[config.mk]
export PLATFORM = sky130hd
export DESIGN_NAME = emif_bus_arbiter_flat
export DESIGN_NICKNAME = d
export VERILOG_FILES = /design/src/rtl/emif_bus_arbiter_if.sv /design/src/rtl/emif_bus_arbiter.sv /design/src/flat_wrapper.sv
export SDC_FILE = /design/constraint.sdc
export NUM_CORES = 1
export LEC_CHECK = 0
export CAP_MARGIN = 20
export CORE_MARGIN = 2
export CORE_UTILIZATION = 37
export DETAILED_ROUTE_END_ITERATION = 10
export PLACE_DENSITY = 0.77
export SETUP_SLACK_MARGIN = 0.2
export SYNTH_ARGS = -nofsm -noshare
export SYNTH_HDL_FRONTEND = slang
export SYNTH_SLANG_ARGS = --single-unit
export TNS_END_PERCENT = 10
[constraint.sdc]
create_clock -name clk -period 1.9 [get_ports clk]
set_input_delay 0.475 -clock clk [delete_from_list [all_inputs] [get_ports clk]]
set_output_delay 0.475 -clock clk [all_outputs]
set_load 0.05 [all_outputs]
[src/rtl/emif_bus_arbiter_if.sv]
// Bundle of the EMIF, local-requester and RAM signals handled by the arbiter.
// The slave modport is the arbiter's view. The master modport is the
// environment's view: the EMIF sync block, the local requester and the RAM.
interface emif_bus_arbiter_if #(
   parameter int AW = 8,
   parameter int DW = 16
);
   logic          we_logic;
   logic          mcu_idle;
   logic [AW-1:0] emif_addr;
   logic [DW-1:0] emif_data;
   logic          loc_req;
   logic          loc_we;
   logic [AW-1:0] loc_addr;
   logic [DW-1:0] loc_wdata;
   logic          loc_gnt;
   logic [DW-1:0] loc_rdata;
   logic          loc_rvalid;
   logic          loc_done;
   logic          loc_abort;
   logic          ram_en;
   logic          ram_we;
   logic [AW-1:0] ram_addr;
   logic [DW-1:0] ram_wdata;
   logic [DW-1:0] ram_rdata;
   logic [15:0]   mcu_wr_cnt;
   logic [7:0]    preempt_cnt;

   modport slave (
      input  we_logic, mcu_idle, emif_addr, emif_data,
      input  loc_req, loc_we, loc_addr, loc_wdata, ram_rdata,
      output loc_gnt, loc_rdata, loc_rvalid, loc_done, loc_abort,
      output ram_en, ram_we, ram_addr, ram_wdata, mcu_wr_cnt, preempt_cnt
   );

   modport master (
      output we_logic, mcu_idle, emif_addr, emif_data,
      output loc_req, loc_we, loc_addr, loc_wdata, ram_rdata,
      input  loc_gnt, loc_rdata, loc_rvalid, loc_done, loc_abort,
      input  ram_en, ram_we, ram_addr, ram_wdata, mcu_wr_cnt, preempt_cnt
   );
endinterface

[src/rtl/emif_bus_arbiter.sv]
// Arbiter that shares one single-port RAM between MCU EMIF writes and a local
// FPGA requester. The MCU always wins. A local burst is granted only after
// mcu_idle and loc_req have held through a guard interval. The burst is
// pre-empted as soon as the MCU becomes active.
module emif_bus_arbiter #(
   parameter int AW      = 8,
   parameter int DW      = 16,
   parameter int GUARD   = 4,
   parameter int LOC_MAX = 8
) (
   input  logic                clk,
   input  logic                rst,
   emif_bus_arbiter_if.slave   bus
);

   typedef enum logic [1:0] {S_IDLE, S_GUARD, S_LOC_ACC, S_MCU_WR} state_t;

   localparam int GW = (GUARD > 1)   ? $clog2(GUARD)   : 1;
   localparam int BW = (LOC_MAX > 1) ? $clog2(LOC_MAX) : 1;
   localparam logic [GW-1:0] GUARD_LAST = GW'(GUARD - 1);
   localparam logic [BW-1:0] BURST_LAST = BW'(LOC_MAX - 1);

   state_t        state_q, state_d;
   logic [GW-1:0] guard_cnt_q, guard_cnt_d;
   logic [BW-1:0] burst_cnt_q, burst_cnt_d;
   logic          we_dly_q, we_dly_d;
   logic          ram_en_q, ram_en_d;
   logic          ram_we_q, ram_we_d;
   logic [AW-1:0] ram_addr_q, ram_addr_d;
   logic [DW-1:0] ram_wdata_q, ram_wdata_d;
   logic          ram_loc_q, ram_loc_d;     // current ram_* access came from the local side
   logic          rvalid_q, rvalid_d;
   logic          done_q, done_d;
   logic          abort_q, abort_d;
   logic          gnt_q, gnt_d;
   logic [15:0]   mcu_wr_cnt_q, mcu_wr_cnt_d;
   logic [7:0]    preempt_cnt_q, preempt_cnt_d;

   logic fall;
   logic xfer;

   // A falling MCU write strobe overrides everything else. A local transfer
   // is issued only while granted, requested and the MCU stays idle.
   assign fall = we_dly_q & ~bus.we_logic;
   assign xfer = (state_q == S_LOC_ACC) & bus.loc_req & bus.mcu_idle & ~fall;

   // State register and all output/counter flops, synchronous reset
   always_ff @(posedge clk) begin
      if (rst) begin
         state_q       <= S_IDLE;
         guard_cnt_q   <= '0;
         burst_cnt_q   <= '0;
         we_dly_q      <= 1'b1;
         ram_en_q      <= 1'b0;
         ram_we_q      <= 1'b0;
         ram_addr_q    <= '0;
         ram_wdata_q   <= '0;
         ram_loc_q     <= 1'b0;
         rvalid_q      <= 1'b0;
         done_q        <= 1'b0;
         abort_q       <= 1'b0;
         gnt_q         <= 1'b0;
         mcu_wr_cnt_q  <= '0;
         preempt_cnt_q <= '0;
      end else begin
         state_q       <= state_d;
         guard_cnt_q   <= guard_cnt_d;
         burst_cnt_q   <= burst_cnt_d;
         we_dly_q      <= we_dly_d;
         ram_en_q      <= ram_en_d;
         ram_we_q      <= ram_we_d;
         ram_addr_q    <= ram_addr_d;
         ram_wdata_q   <= ram_wdata_d;
         ram_loc_q     <= ram_loc_d;
         rvalid_q      <= rvalid_d;
         done_q        <= done_d;
         abort_q       <= abort_d;
         gnt_q         <= gnt_d;
         mcu_wr_cnt_q  <= mcu_wr_cnt_d;
         preempt_cnt_q <= preempt_cnt_d;
      end
   end

   // Next-state logic with guard/burst counters and done/abort events
   always_comb begin
      state_d     = state_q;
      guard_cnt_d = guard_cnt_q;
      burst_cnt_d = burst_cnt_q;
      done_d      = 1'b0;
      abort_d     = 1'b0;
      if (fall) begin
         state_d = S_MCU_WR;
         abort_d = (state_q == S_LOC_ACC);
      end else begin
         case (state_q)
            S_IDLE: begin
               if (bus.mcu_idle && bus.loc_req) begin
                  state_d     = S_GUARD;
                  guard_cnt_d = '0;
               end
            end
            S_GUARD: begin
               if (!bus.mcu_idle || !bus.loc_req) begin
                  state_d = S_IDLE;
               end else if (guard_cnt_q == GUARD_LAST) begin
                  state_d     = S_LOC_ACC;
                  burst_cnt_d = '0;
               end else begin
                  guard_cnt_d = guard_cnt_q + 1'b1;
               end
            end
            S_LOC_ACC: begin
               if (!bus.mcu_idle) begin
                  // MCU leaving idle pre-empts; that edge carries no transfer
                  state_d = S_IDLE;
                  abort_d = 1'b1;
               end else if (!bus.loc_req) begin
                  state_d = S_IDLE;
                  done_d  = 1'b1;
               end else if (burst_cnt_q == BURST_LAST) begin
                  // Last allowed transfer: the requester has to re-arbitrate
                  state_d = S_IDLE;
                  done_d  = 1'b1;
               end else begin
                  burst_cnt_d = burst_cnt_q + 1'b1;
               end
            end
            S_MCU_WR: begin
               if (bus.we_logic) state_d = S_IDLE;
            end
            default: state_d = S_IDLE;
         endcase
      end
   end

   // Output logic: RAM port mux, read-valid tracking, grant and counters
   always_comb begin
      we_dly_d      = bus.we_logic;
      ram_en_d      = 1'b0;
      ram_we_d      = 1'b0;
      ram_addr_d    = ram_addr_q;
      ram_wdata_d   = ram_wdata_q;
      ram_loc_d     = 1'b0;
      rvalid_d      = ram_en_q & ~ram_we_q & ram_loc_q;
      gnt_d         = (state_d == S_LOC_ACC);
      mcu_wr_cnt_d  = mcu_wr_cnt_q;
      preempt_cnt_d = preempt_cnt_q;
      if (fall) begin
         ram_en_d     = 1'b1;
         ram_we_d     = 1'b1;
         ram_addr_d   = bus.emif_addr;
         ram_wdata_d  = bus.emif_data;
         mcu_wr_cnt_d = mcu_wr_cnt_q + 16'd1;
      end else if (xfer) begin
         ram_en_d    = 1'b1;
         ram_we_d    = bus.loc_we;
         ram_addr_d  = bus.loc_addr;
         ram_wdata_d = bus.loc_wdata;
         ram_loc_d   = 1'b1;
      end
      if (abort_d && (preempt_cnt_q != 8'hFF)) begin
         preempt_cnt_d = preempt_cnt_q + 8'd1;
      end
   end

   assign bus.loc_gnt     = gnt_q;
   assign bus.loc_rdata   = bus.ram_rdata;
   assign bus.loc_rvalid  = rvalid_q;
   assign bus.loc_done    = done_q;
   assign bus.loc_abort   = abort_q;
   assign bus.ram_en      = ram_en_q;
   assign bus.ram_we      = ram_we_q;
   assign bus.ram_addr    = ram_addr_q;
   assign bus.ram_wdata   = ram_wdata_q;
   assign bus.mcu_wr_cnt  = mcu_wr_cnt_q;
   assign bus.preempt_cnt = preempt_cnt_q;

endmodule

[src/flat_wrapper.sv]
// flat-port wrapper written by rule: the top's interface ports become plain ports
module emif_bus_arbiter_flat 
#(
   parameter int AW      = 8,
   parameter int DW      = 16,
   parameter int GUARD   = 4,
   parameter int LOC_MAX = 8
)
  (clk, rst, bus_we_logic, bus_mcu_idle, bus_emif_addr, bus_emif_data, bus_loc_req, bus_loc_we, bus_loc_addr, bus_loc_wdata, bus_ram_rdata, bus_loc_gnt, bus_loc_rdata, bus_loc_rvalid, bus_loc_done, bus_loc_abort, bus_ram_en, bus_ram_we, bus_ram_addr, bus_ram_wdata, bus_mcu_wr_cnt, bus_preempt_cnt);
  emif_bus_arbiter_if #(.AW(AW), .DW(DW)) bus_i ();
  input  logic clk;
  input  logic rst;
  input wire logic [$bits(bus_i.we_logic)-1:0] bus_we_logic;
  input wire logic [$bits(bus_i.mcu_idle)-1:0] bus_mcu_idle;
  input wire logic [$bits(bus_i.emif_addr)-1:0] bus_emif_addr;
  input wire logic [$bits(bus_i.emif_data)-1:0] bus_emif_data;
  input wire logic [$bits(bus_i.loc_req)-1:0] bus_loc_req;
  input wire logic [$bits(bus_i.loc_we)-1:0] bus_loc_we;
  input wire logic [$bits(bus_i.loc_addr)-1:0] bus_loc_addr;
  input wire logic [$bits(bus_i.loc_wdata)-1:0] bus_loc_wdata;
  input wire logic [$bits(bus_i.ram_rdata)-1:0] bus_ram_rdata;
  output wire logic [$bits(bus_i.loc_gnt)-1:0] bus_loc_gnt;
  output wire logic [$bits(bus_i.loc_rdata)-1:0] bus_loc_rdata;
  output wire logic [$bits(bus_i.loc_rvalid)-1:0] bus_loc_rvalid;
  output wire logic [$bits(bus_i.loc_done)-1:0] bus_loc_done;
  output wire logic [$bits(bus_i.loc_abort)-1:0] bus_loc_abort;
  output wire logic [$bits(bus_i.ram_en)-1:0] bus_ram_en;
  output wire logic [$bits(bus_i.ram_we)-1:0] bus_ram_we;
  output wire logic [$bits(bus_i.ram_addr)-1:0] bus_ram_addr;
  output wire logic [$bits(bus_i.ram_wdata)-1:0] bus_ram_wdata;
  output wire logic [$bits(bus_i.mcu_wr_cnt)-1:0] bus_mcu_wr_cnt;
  output wire logic [$bits(bus_i.preempt_cnt)-1:0] bus_preempt_cnt;
  assign bus_i.we_logic = bus_we_logic;
  assign bus_i.mcu_idle = bus_mcu_idle;
  assign bus_i.emif_addr = bus_emif_addr;
  assign bus_i.emif_data = bus_emif_data;
  assign bus_i.loc_req = bus_loc_req;
  assign bus_i.loc_we = bus_loc_we;
  assign bus_i.loc_addr = bus_loc_addr;
  assign bus_i.loc_wdata = bus_loc_wdata;
  assign bus_i.ram_rdata = bus_ram_rdata;
  assign bus_loc_gnt = bus_i.loc_gnt;
  assign bus_loc_rdata = bus_i.loc_rdata;
  assign bus_loc_rvalid = bus_i.loc_rvalid;
  assign bus_loc_done = bus_i.loc_done;
  assign bus_loc_abort = bus_i.loc_abort;
  assign bus_ram_en = bus_i.ram_en;
  assign bus_ram_we = bus_i.ram_we;
  assign bus_ram_addr = bus_i.ram_addr;
  assign bus_ram_wdata = bus_i.ram_wdata;
  assign bus_mcu_wr_cnt = bus_i.mcu_wr_cnt;
  assign bus_preempt_cnt = bus_i.preempt_cnt;
  emif_bus_arbiter #(.AW(AW), .DW(DW), .GUARD(GUARD), .LOC_MAX(LOC_MAX)) u_core (.clk(clk), .rst(rst), .bus(bus_i));
endmodule
==> flow_summary_export.csv, run 1 <==
group,metric,value,unit
min_path,worstHoldStart,"u_core.guard_cnt_q[1]",
logic_synthesis,ys_seq_area_frac,0.420,
critical_path,critPathTopFamily,"simple AND/OR/NAND/NOR gates",
timing,hold_viol,0,
detailed_routing,num_vias,2717,
min_path,hold_path_end,"u_core.guard_cnt_q[1]",
timing,fin_hold_ws,0.464,ns
critical_path,regToRegSetupSlack,0.08,ns
logic_synthesis,synth_nets,399,
logic_synthesis,synth_ff_type,"dfxtp_1",
detailed_routing,dr.first_iter.drc_count,88,
global_route,overflow,0,
timing,max_freq,548,MHz
critical_path,crit_path_start,"u_core.burst_cnt_q[0]",
logic_synthesis,synth_warnings,0,
detailed_routing,wl,7.39,mm
finish,nets,505,
power_and_ir_drop,power_frac_comb,0.190,
critical_path,arrival,2.04,ns
logic_synthesis,netlist_area,0.00300,mm2
min_path,min_path_cells,2,
power_and_ir_drop,internal_power,0.00220,W
logic_synthesis,yosysMostFrequentCell,"dfxtp_1",
clock_network,cts_made_buffers,9,
critical_path,cp_max_fo,3,
power_and_ir_drop,p_per_area,720,mW/mm2
timing,layout_min_cycle_time,1.82,ns
critical_path,cp.required,2.12,ns
logic_synthesis,synth_area_leaders,"dfxtp_1, mux2i_1, a211oi_1",
critical_path,path_cells,"ha_4 > ha_4 > or3b_4 > a21oi_4 > nor3b_4 > mux2_4",
critical_path,critPathLaunchType,"flop",
clock_network,clk_pin_slew,0.06,ns
floorplanning,core_area,0.00781,mm2
power_and_ir_drop,power,0.00307,W
timing,slew_violations,0,
critical_path,regToRegEndpoint,"u_core.burst_cnt_q[0]",
power_and_ir_drop,swShare,0.284,
clock_network,clock_latency,0.33,ns
detailed_routing,via_per_inst,5.07,
critical_path,worst_setup_path_end_kind,"flop",
timing,rsz0062_at_grt,"yes",
critical_path,crit_buf_inv,0,
clock_network,cts_tree,"yes",
global_route,grt_first_pass_wirelength,11.9,mm
timing,skew,0.00678,ns
critical_path,crit_path_top_delay_cell,"or3b_4",
floorplanning,die_h,94.1,um
placed_design,port-buffer-count,107,
detailed_routing,wl_per_cell,13.8,um
finish,drive_gt1_frac,0.270,
critical_path,rr_worst_depth,6,
clock_network,htree_levels,3,
clock_network,clock_sinks,63,
floorplanning,ioPinCount,140,
finish,fin_area,0.00426,mm2
placed_design,dpl.hpwl,5.46,mm
logic_synthesis,synthesis.instances,324,
power_and_ir_drop,ir_drop,274,uV
logic_synthesis,synth-edff-count,0,
placed_design,place_area,0.00404,mm2
floorplanning,start_util,0.384,
detailed_routing,drcViolationCount,0,
logic_synthesis,avgSynthCellArea,9.26,um2
status,outcome,"finished clean",
global_route,antenna_found_initial,0,
global_route,grt_use_total,0.170,
logic_synthesis,synth-seq-cells,63,
finish,diodes,0,
placed_design,gp_congestion,0.759,
floorplanning,dieArea,0.00885,mm2
detailed_routing,drtPass1Iterations,4,
power_and_ir_drop,clock_power_share,0.348,
critical_path,max_stage_delay,0.38,ns
timing,maxSlewHeadroom,0.781,
timing,setup_violations,0,
clock_network,clockBufferDepth,2,
min_path,hp-class,"flop to flop",
global_route,grt_max_degree,33,
finish,area_growth,42.0,%
power_and_ir_drop,total_leakage_power,1.85,nW
clock_network,clockRootBuffer,"clkbuf_8",
detailed_routing,ant_nets,0,
floorplanning,rows,32,
critical_path,r2r-start,"u_core.burst_cnt_q[0]",
logic_synthesis,synth_common_cells,"dfxtp_1, nor2_1, mux2i_1, a211oi_1, buf_4",
logic_synthesis,synth_top_area_share,0.420,
power_and_ir_drop,power.switching,0.000869,W
timing,worst_pin_slew,0.327,ns
critical_path,path_class,"flop to flop",
logic_synthesis,synth_top_area_cell,"dfxtp_1",
timing,min_period_over_period,0.960,
flow_run,maxCapViolCount,0,
global_route,grt_pass1_vias,2639,
logic_synthesis,async_flop_share,0,
critical_path,cp_common_cell,"ha_4",
logic_synthesis,synth_cell_type_count,47,
power_and_ir_drop,power_frac_seq,0.462,
floorplanning,chipWidth,94.1,um
## worst max path at each step
stage,endpoint,cells after the start
after floorplan,u_core.burst_cnt_q[0],6
after global placement,u_core.bus.mcu_wr_cnt[13],5
after detailed placement,u_core.bus.preempt_cnt[4],5
after CTS,u_core.burst_cnt_q[0],6
after global routing,u_core.burst_cnt_q[0],6
final,u_core.burst_cnt_q[0],6
## cells by family after synthesis
logic type	count (synthesis)	share of synthesized area
adders and majority gates	5	0.0209
and+or+nand+nor	125	0.227
buffers and inverters	38	0.0792
xor gates and xnor gates	12	0.0350
DFF	63	0.420
AOI/OAI and AO/OA	50	0.112
muxes	31	0.105
## through the flow
step / setup slack, ns / std cells / setup TNS (ns) / util
floorplan: 0.0523 / 324 / 0 / -
finish: 0.0767 / 536 / 0 / 0.546
CTS: 0.0682 / 534 / 0 / 0.542
global route: 0.0364 / 536 / 0 / 0.546
global placement: -0.150 / 519 / -2.56 / 0.518
detailed placement: -0.190 / 519 / -4.37 / 0.518
## layout make-up
cell class / instances / area [um2]
Clock buffer: 12 / 165
Clock inverter: 3 / 17.5
Fill cell: 702 / 3550
Inverter: 4 / 15.0
Multi-Input combinational cell: 223 / 1540
Sequential cell: 63 / 1270
Tap cell: 102 / 128
Timing Repair Buffer: 129 / 1120
## flip-flops by register name, summed over array words and instances (netlist names), 2 cells and up
register / flops
u_core.bus.mcu_wr_cnt: 16
u_core.bus.ram_wdata: 16
u_core.bus.preempt_cnt: 8
u_core.bus.ram_addr: 8
u_core.burst_cnt_q: 3
u_core.guard_cnt_q: 2
u_core.state_q: 2
## worst register-to-register path: stages, from the launching register on
cell	delay, ns
dfxtp_2	0.34
ha_4	0.16
ha_4	0.15
or3b_4	0.38
a21oi_4	0.13
nor3b_4	0.23
mux2_4	0.32
## placed cells by master, fill, tap and decap left out, types with 6 or more instances in the layout
| master | netlist | final |
|---|---|---|
| buf_4 | 19 | 73 |
| clkbuf_8 | 2 | 12 |
| nand3_1 | 8 | 8 |
| nand2_1 | 15 | 15 |
| nand4_1 | 8 | 8 |
| a211oi_1 | 24 | 24 |
| mux2i_1 | 27 | 27 |
| nor3_1 | 10 | 10 |
| a21oi_1 | 16 | 16 |
| clkdlybuf4s50_1 | 0 | 52 |
| dfxtp_2 | 0 | 6 |
| xnor2_1 | 7 | 7 |
| nor2_1 | 46 | 46 |
| dfxtp_1 | 63 | 57 |
## power groups by stage
stage	registers (W)	logic (W)	clock network, W
finish	0.00142	0.000583	0.00107
CTS	0.00142	0.000583	0.00111
global placement	0.00144	0.000572	0
global route	0.00142	0.000618	0.00116
floorplan	0.00162	0.000249	0
detailed placement	0.00144	0.000581	0
## repair_timing
item,in CTS,in global routing
gates cloned,0,0
gates resized for setup,2,3
pin swaps,4,0
hold endpoints to repair,0,0
setup buffers,0,2
hold buffers,0,0
setup endpoints to repair,9,35
## per-layer routing
layer  vias up  GRT usage  routed length [um]
li1       1346          -                   -
met3        16     0.0449                 467
met5         -          0                   0
met4         0     0.0737                 148
met2        98      0.287                3590
met1      1257      0.202                3190
Note: power is estimated with default switching activity, not from simulation.
==> inputs of run 2 (changes only) <==
CORE_MARGIN = 8   (was 2)
PLACE_DENSITY = 0.83   (was 0.77)
==> run 2 against run 1 <==
Against the previous run:
- worst hold slack worse by 0.0026 ns
- maximum frequency fell by 0.19%
- die area rose by 27%
- clock skew up 0.0030 ns
- cell count grew 0.37%
- via count increased by 0.40%
- register-to-register slack about the same
==> flow_summary_export.csv, run 2 (same netlist as run 1, synthesis figures left out) <==
group,metric,value,unit
critical_path,worst_setup_path_end_kind,"flop",
status,outcome,"finished clean",
clock_network,clock_latency,0.33,ns
critical_path,path_class,"flop to flop",
clock_network,cts_tree,"yes",
floorplanning,dieArea,0.0112,mm2
timing,worst_pin_slew,0.344,ns
placed_design,dpl.hpwl,6.26,mm
detailed_routing,drtPass1Iterations,4,
finish,final_cell_mix,"buf_4, dfxtp_1, clkdlybuf4s50_1, nor2_1, mux2i_1",
global_route,grt_first_pass_wirelength,13.8,mm
floorplanning,ioPinCount,140,
timing,maxSlewHeadroom,0.769,
floorplanning,core_area,0.00805,mm2
finish,drive_gt1_frac,0.268,
finish,area_growth,42.1,%
detailed_routing,ant_nets,0,
timing,fin_hold_ws,0.462,ns
detailed_routing,wl,8.18,mm
clock_network,htree_levels,3,
placed_design,preCtsSetupSlack,-0.217,ns
flow_run,maxCapViolCount,0,
global_route,grt_max_degree,39,
global_route,grt_pass1_vias,2878,
global_route,overflow,0,
critical_path,crit_path_start,"u_core.burst_cnt_q[0]",
critical_path,cp_max_fo,3,
timing,skew,0.00975,ns
timing,layout_min_cycle_time,1.83,ns
floorplanning,start_util,0.373,
detailed_routing,dr.first_iter.drc_count,80,
detailed_routing,drcViolationCount,0,
placed_design,port-buffer-count,107,
critical_path,critPathLaunchType,"flop",
critical_path,arrival,2.03,ns
critical_path,crit_path_top_delay_cell,"or3b_4",
timing,rsz0062_at_grt,"yes",
critical_path,rr_worst_depth,6,
clock_network,hold_buffers,0,
power_and_ir_drop,total_leakage_power,1.87,nW
detailed_routing,wl_per_cell,15.2,um
clock_network,clk_pin_slew,0.07,ns
min_path,min_path_cells,2,
detailed_routing,via_per_inst,5.07,
timing,setup_violations,0,
placed_design,gp_congestion,0.787,
timing,min_period_over_period,0.961,
detailed_routing,num_vias,2728,
timing,layout_setup_ws,0.0733,ns
power_and_ir_drop,p_per_area,722,mW/mm2
placed_design,dp_cells,522,
floorplanning,chipWidth,106,um
floorplanning,die_h,106,um
finish,final_cell_count_no_fill,538,
timing,hold_viol,0,
finish,fin_area,0.00426,mm2
critical_path,path_cells,"ha_4 > ha_4 > or3b_4 > a21oi_4 > nor3b_4 > mux2_4",
critical_path,r2r-start,"u_core.burst_cnt_q[0]",
min_path,worstHoldStart,"u_core.ram_loc_q",
placed_design,place_area,0.00405,mm2
finish,diodes,0,
clock_network,clockBufferDepth,2,
min_path,hp-class,"flop to flop",
clock_network,cts_made_buffers,9,
clock_network,clock_sinks,63,
global_route,antenna_found_initial,0,
critical_path,cp.required,2.10,ns
finish,nets,504,
timing,max_freq,547,MHz
critical_path,max_stage_delay,0.38,ns
finish,fillers,733,
power_and_ir_drop,ir_drop,401,uV
clock_network,clockRootBuffer,"clkbuf_8",
timing,slew_violations,0,
finish,layout_commonest_cell,"buf_4",
floorplanning,rows,33,
global_route,grt_use_total,0.148,
critical_path,cp_common_cell,"ha_4",
timing,finalSetupTns,0,ns
[run 2: cell count changes in the layout (fill, tap and decap cells not counted)]
cell	before	now
nor2b_4	0	1
dlymetal6s2s_1	0	2
buf_6	1	0
nor2b_2	1	0
clkdlybuf4s50_1	52	50
[run 2: worst max-delay path: cells and delay by family (launching register included)]
family,cells,cell delay (ns)
AND/OR/NAND/NOR,2,0.61
flip-flops,1,0.34
adder cells (fa/ha/maj),2,0.32
multiplexers,1,0.31
AO/OA/AOI/OAI,1,0.14
[run 2: worst paths after layout]
kind,end,slack [ns]
hold / removal,u_core.bus.loc_rvalid,0.46
setup / recovery,u_core.burst_cnt_q[0],0.07
setup reg to reg,u_core.burst_cnt_q[0],0.07
hold reg to reg,u_core.bus.loc_rvalid,0.46
[run 2: area by class of cell]
| cell class | count | area (um2) | area share |
|---|---|---|---|
| tap | 105 | 131 | 0.0308 |
| multi-input combinational | 223 | 1550 | 0.363 |
| clock buffer | 12 | 165 | 0.0387 |
| clock inverter | 3 | 17.5 | 0.00411 |
| timing repair buffer | 128 | 1120 | 0.262 |
| inverter | 4 | 15.0 | 0.00352 |
| sequential | 63 | 1270 | 0.298 |
[run 2: where the power goes]
| group | internal, W | switching [W] |
|---|---|---|
| Combinational | 0.000255 | 0.000338 |
| Sequential | 0.00138 | 0.0000391 |
| Clock | 0.000569 | 0.000499 |
[run 2: repair_timing]
| item | 4_1_cts | 5_1_grt |
|---|---|---|
| setup buffers | 1 | 0 |
| pin swaps | 4 | 0 |
| resized for setup | 2 | 5 |
| setup endpoints to repair | 9 | 21 |
[run 2: per-layer routing]
layer | part of all wire | up-vias | global-route usage
met4 | 0.021 | 0 | 0.0643
met1 | 0.41 | 1263 | 0.163
li1 | - | 1344 | -
met3 | 0.083 | 21 | 0.0557
met5 | 0 | - | 0
met2 | 0.49 | 100 | 0.248
[run 2: metrics by stage]
stage	total power, W	util
finish	0.00308	0.530
global route	0.00323	0.530
CTS	0.00312	0.527
detailed placement	0.00204	0.503
global placement	0.00202	0.503
floorplan	0.00187	-
==> inputs of run 3 (changes only) <==
ABC_CLOCK_PERIOD_IN_PS = 1900   (was not set)
CORE_UTILIZATION = 35   (was 37)
CTS_CLUSTER_DIAMETER = 150   (was not set)
PLACE_DENSITY = 0.8   (was 0.83)
==> run 3 against run 2 <==
Against the previous run:
- critical path depth is 1 higher
- highest routed layer unchanged
- sequential cell count stayed put
- largest power group unchanged
- utilization is 0.22 points lower
- sequential power hardly changed
- register-to-register slack worse by 0.07 ns
- clock power is 25% higher
- via count is 0.37% lower
- clock skew is 0.0018 ns higher
- die area is 4.8% higher
- combinational power hardly changed
- cell count stayed put
- largest cell class unchanged
- first-iteration DRC count is 28% higher
==> flow_summary_export.csv, run 3 (same netlist as run 1, synthesis figures left out) <==
group,metric,value,unit
clock_network,clock_sinks,63,
detailed_routing,ant_nets,0,
finish,layout_commonest_cell,"buf_4",
power_and_ir_drop,p_per_area,770,mW/mm2
finish,area_growth,45.2,%
power_and_ir_drop,ir_drop,445,uV
timing,layout_min_cycle_time,1.90,ns
critical_path,regToRegEndpoint,"u_core.burst_cnt_q[1]",
timing,skew,0.0115,ns
clock_network,htree_levels,3,
placed_design,dpl.hpwl,6.15,mm
timing,rsz0062_at_grt,"yes",
critical_path,crit_path_top_delay_cell,"or3b_4",
min_path,hold_path_end,"u_core.bus.loc_rvalid",
finish,nets,503,
timing,hold_viol,0,
global_route,grt_max_degree,37,
global_route,grt_use_total,0.138,
floorplanning,start_util,0.363,
critical_path,cp.required,2.15,ns
placed_design,port-buffer-count,107,
finish,diodes,0,
timing,finalSetupTns,0,ns
detailed_routing,wl,8.24,mm
clock_network,clk_pin_slew,0.08,ns
critical_path,r2r-start,"u_core.burst_cnt_q[0]",
clock_network,hold_buffers,0,
timing,slew_violations,0,
clock_network,cts_made_buffers,9,
global_route,antenna_found_initial,0,
floorplanning,dieArea,0.0118,mm2
critical_path,critPathTopFamily,"simple AND/OR/NAND/NOR gates",
timing,maxSlewHeadroom,0.690,
critical_path,max_stage_delay,0.36,ns
clock_network,clockRootBuffer,"clkbuf_8",
placed_design,gp_congestion,0.784,
min_path,min_path_cells,2,
critical_path,cp_common_cell,"ha_4",
timing,worst_pin_slew,0.465,ns
clock_network,cts_tree,"yes",
finish,final_cell_mix,"buf_4, dfxtp_1, clkdlybuf4s50_1, nor2_1, mux2i_1",
power_and_ir_drop,total_leakage_power,1.90,nW
critical_path,rr_worst_depth,7,
critical_path,crit_buf_inv,1,
timing,min_period_over_period,0.997,
critical_path,path_cells,"ha_4 > ha_4 > or3b_4 > a21oi_2 > nor3b_4 > buf_4 > mux2i_1",
timing,fin_hold_ws,0.470,ns
clock_network,clock_latency,0.34,ns
critical_path,regToRegSetupSlack,0.005,ns
detailed_routing,wl_per_cell,15.3,um
min_path,worstHoldStart,"u_core.ram_loc_q",
min_path,hp-class,"flop to flop",
detailed_routing,drcViolationCount,0,
floorplanning,die_h,109,um
critical_path,critPathLaunchType,"flop",
timing,setup_violations,0,
floorplanning,core_area,0.00826,mm2
detailed_routing,num_vias,2718,
clock_network,clockBufferDepth,2,
global_route,grt_first_pass_wirelength,13.1,mm
critical_path,cp_max_fo,2,
flow_run,maxCapViolCount,0,
finish,drive_gt1_frac,0.284,
detailed_routing,drtPass1Iterations,4,
detailed_routing,dr.first_iter.drc_count,102,
floorplanning,rows,33,
global_route,grt_pass1_vias,2775,
status,outcome,"finished clean",
timing,max_freq,528,MHz
floorplanning,ioPinCount,140,
critical_path,path_class,"flop to flop",
critical_path,arrival,2.14,ns
global_route,overflow,0,
floorplanning,chipWidth,109,um
critical_path,worst_setup_path_end_kind,"flop",
detailed_routing,via_per_inst,5.05,
## run 3: cell types whose count changed in the layout (fill, tap and decap cells not counted), moves of 2 or more
cell	before	now
a211oi_1	24	22
a211oi_2	0	2
buf_4	73	71
bufinv_16	0	2
## run 3: area by class of cell
class	instances	area, um2
Fill cell	756	3900
Timing Repair Buffer	127	1130
Inverter	4	15.0
Clock inverter	5	80.1
Multi-Input combinational cell	223	1580
Tap cell	105	131
Sequential cell	63	1270
Clock buffer	11	151
## run 3: worst max path at each step
| stage | startpoint | endpoint | slack (ns) | cells after the start |
|---|---|---|---|---|
| finish | u_core.burst_cnt_q[0] | u_core.burst_cnt_q[1] | 0.005 | 7 |
| global route | u_core.burst_cnt_q[0] | u_core.burst_cnt_q[1] | -0.08 | 7 |
| CTS | u_core.burst_cnt_q[0] | u_core.burst_cnt_q[1] | 0.02 | 7 |
| detailed placement | bus_we_logic | u_core.bus.preempt_cnt[4] | -0.22 | 5 |
| global placement | bus_we_logic | u_core.bus.preempt_cnt[6] | -0.15 | 6 |
| floorplan | u_core.burst_cnt_q[0] | u_core.burst_cnt_q[0] | 0.05 | 6 |
## run 3: layer usage
metal  share of wire  GRT usage  vias to the layer above
li1                -          -                     1348
met1            0.41      0.153                     1262
met2            0.48      0.225                       92
met3           0.099     0.0583                       16
met4           0.016     0.0645                        0
met5               0          0                        -
## run 3: metrics by stage
step	area [um2]	worst slack [ns]	instances	util	total power [W]
after floorplan	3030	0.0523	324	-	0.00187
after global placement	4050	-0.150	521	0.490	0.00202
after detailed placement	4050	-0.224	521	0.490	0.00203
after CTS	4290	0.0174	538	0.519	0.00338
after global routing	4360	-0.0776	538	0.527	0.00350
final	4360	0.00486	538	0.527	0.00335
## run 3: repair_timing
item / in CTS / in global routing
gates resized for setup: 1 / 17
setup buffers: 1 / 0
setup endpoints to repair: 23 / 36
pin swaps: 2 / 5
## run 3: worst reg2reg max path: cells and delay by family (launching register included)
kind,cells,cell delay (ns)
and+or+nand+nor,2,0.63
DFF,1,0.35
adders and majority gates,2,0.31
muxes,1,0.18
AOI/OAI and AO/OA,1,0.17
buffers and inverters,1,0.17
## run 3: power breakdown
group / internal (W) / total (W) / switching (W)
clock network: 0.000808 / 0.00134 / 0.000534
registers: 0.00138 / 0.00142 / 0.0000430
logic: 0.000255 / 0.000591 / 0.000336
total: 0.00244 / 0.00335 / 0.000914
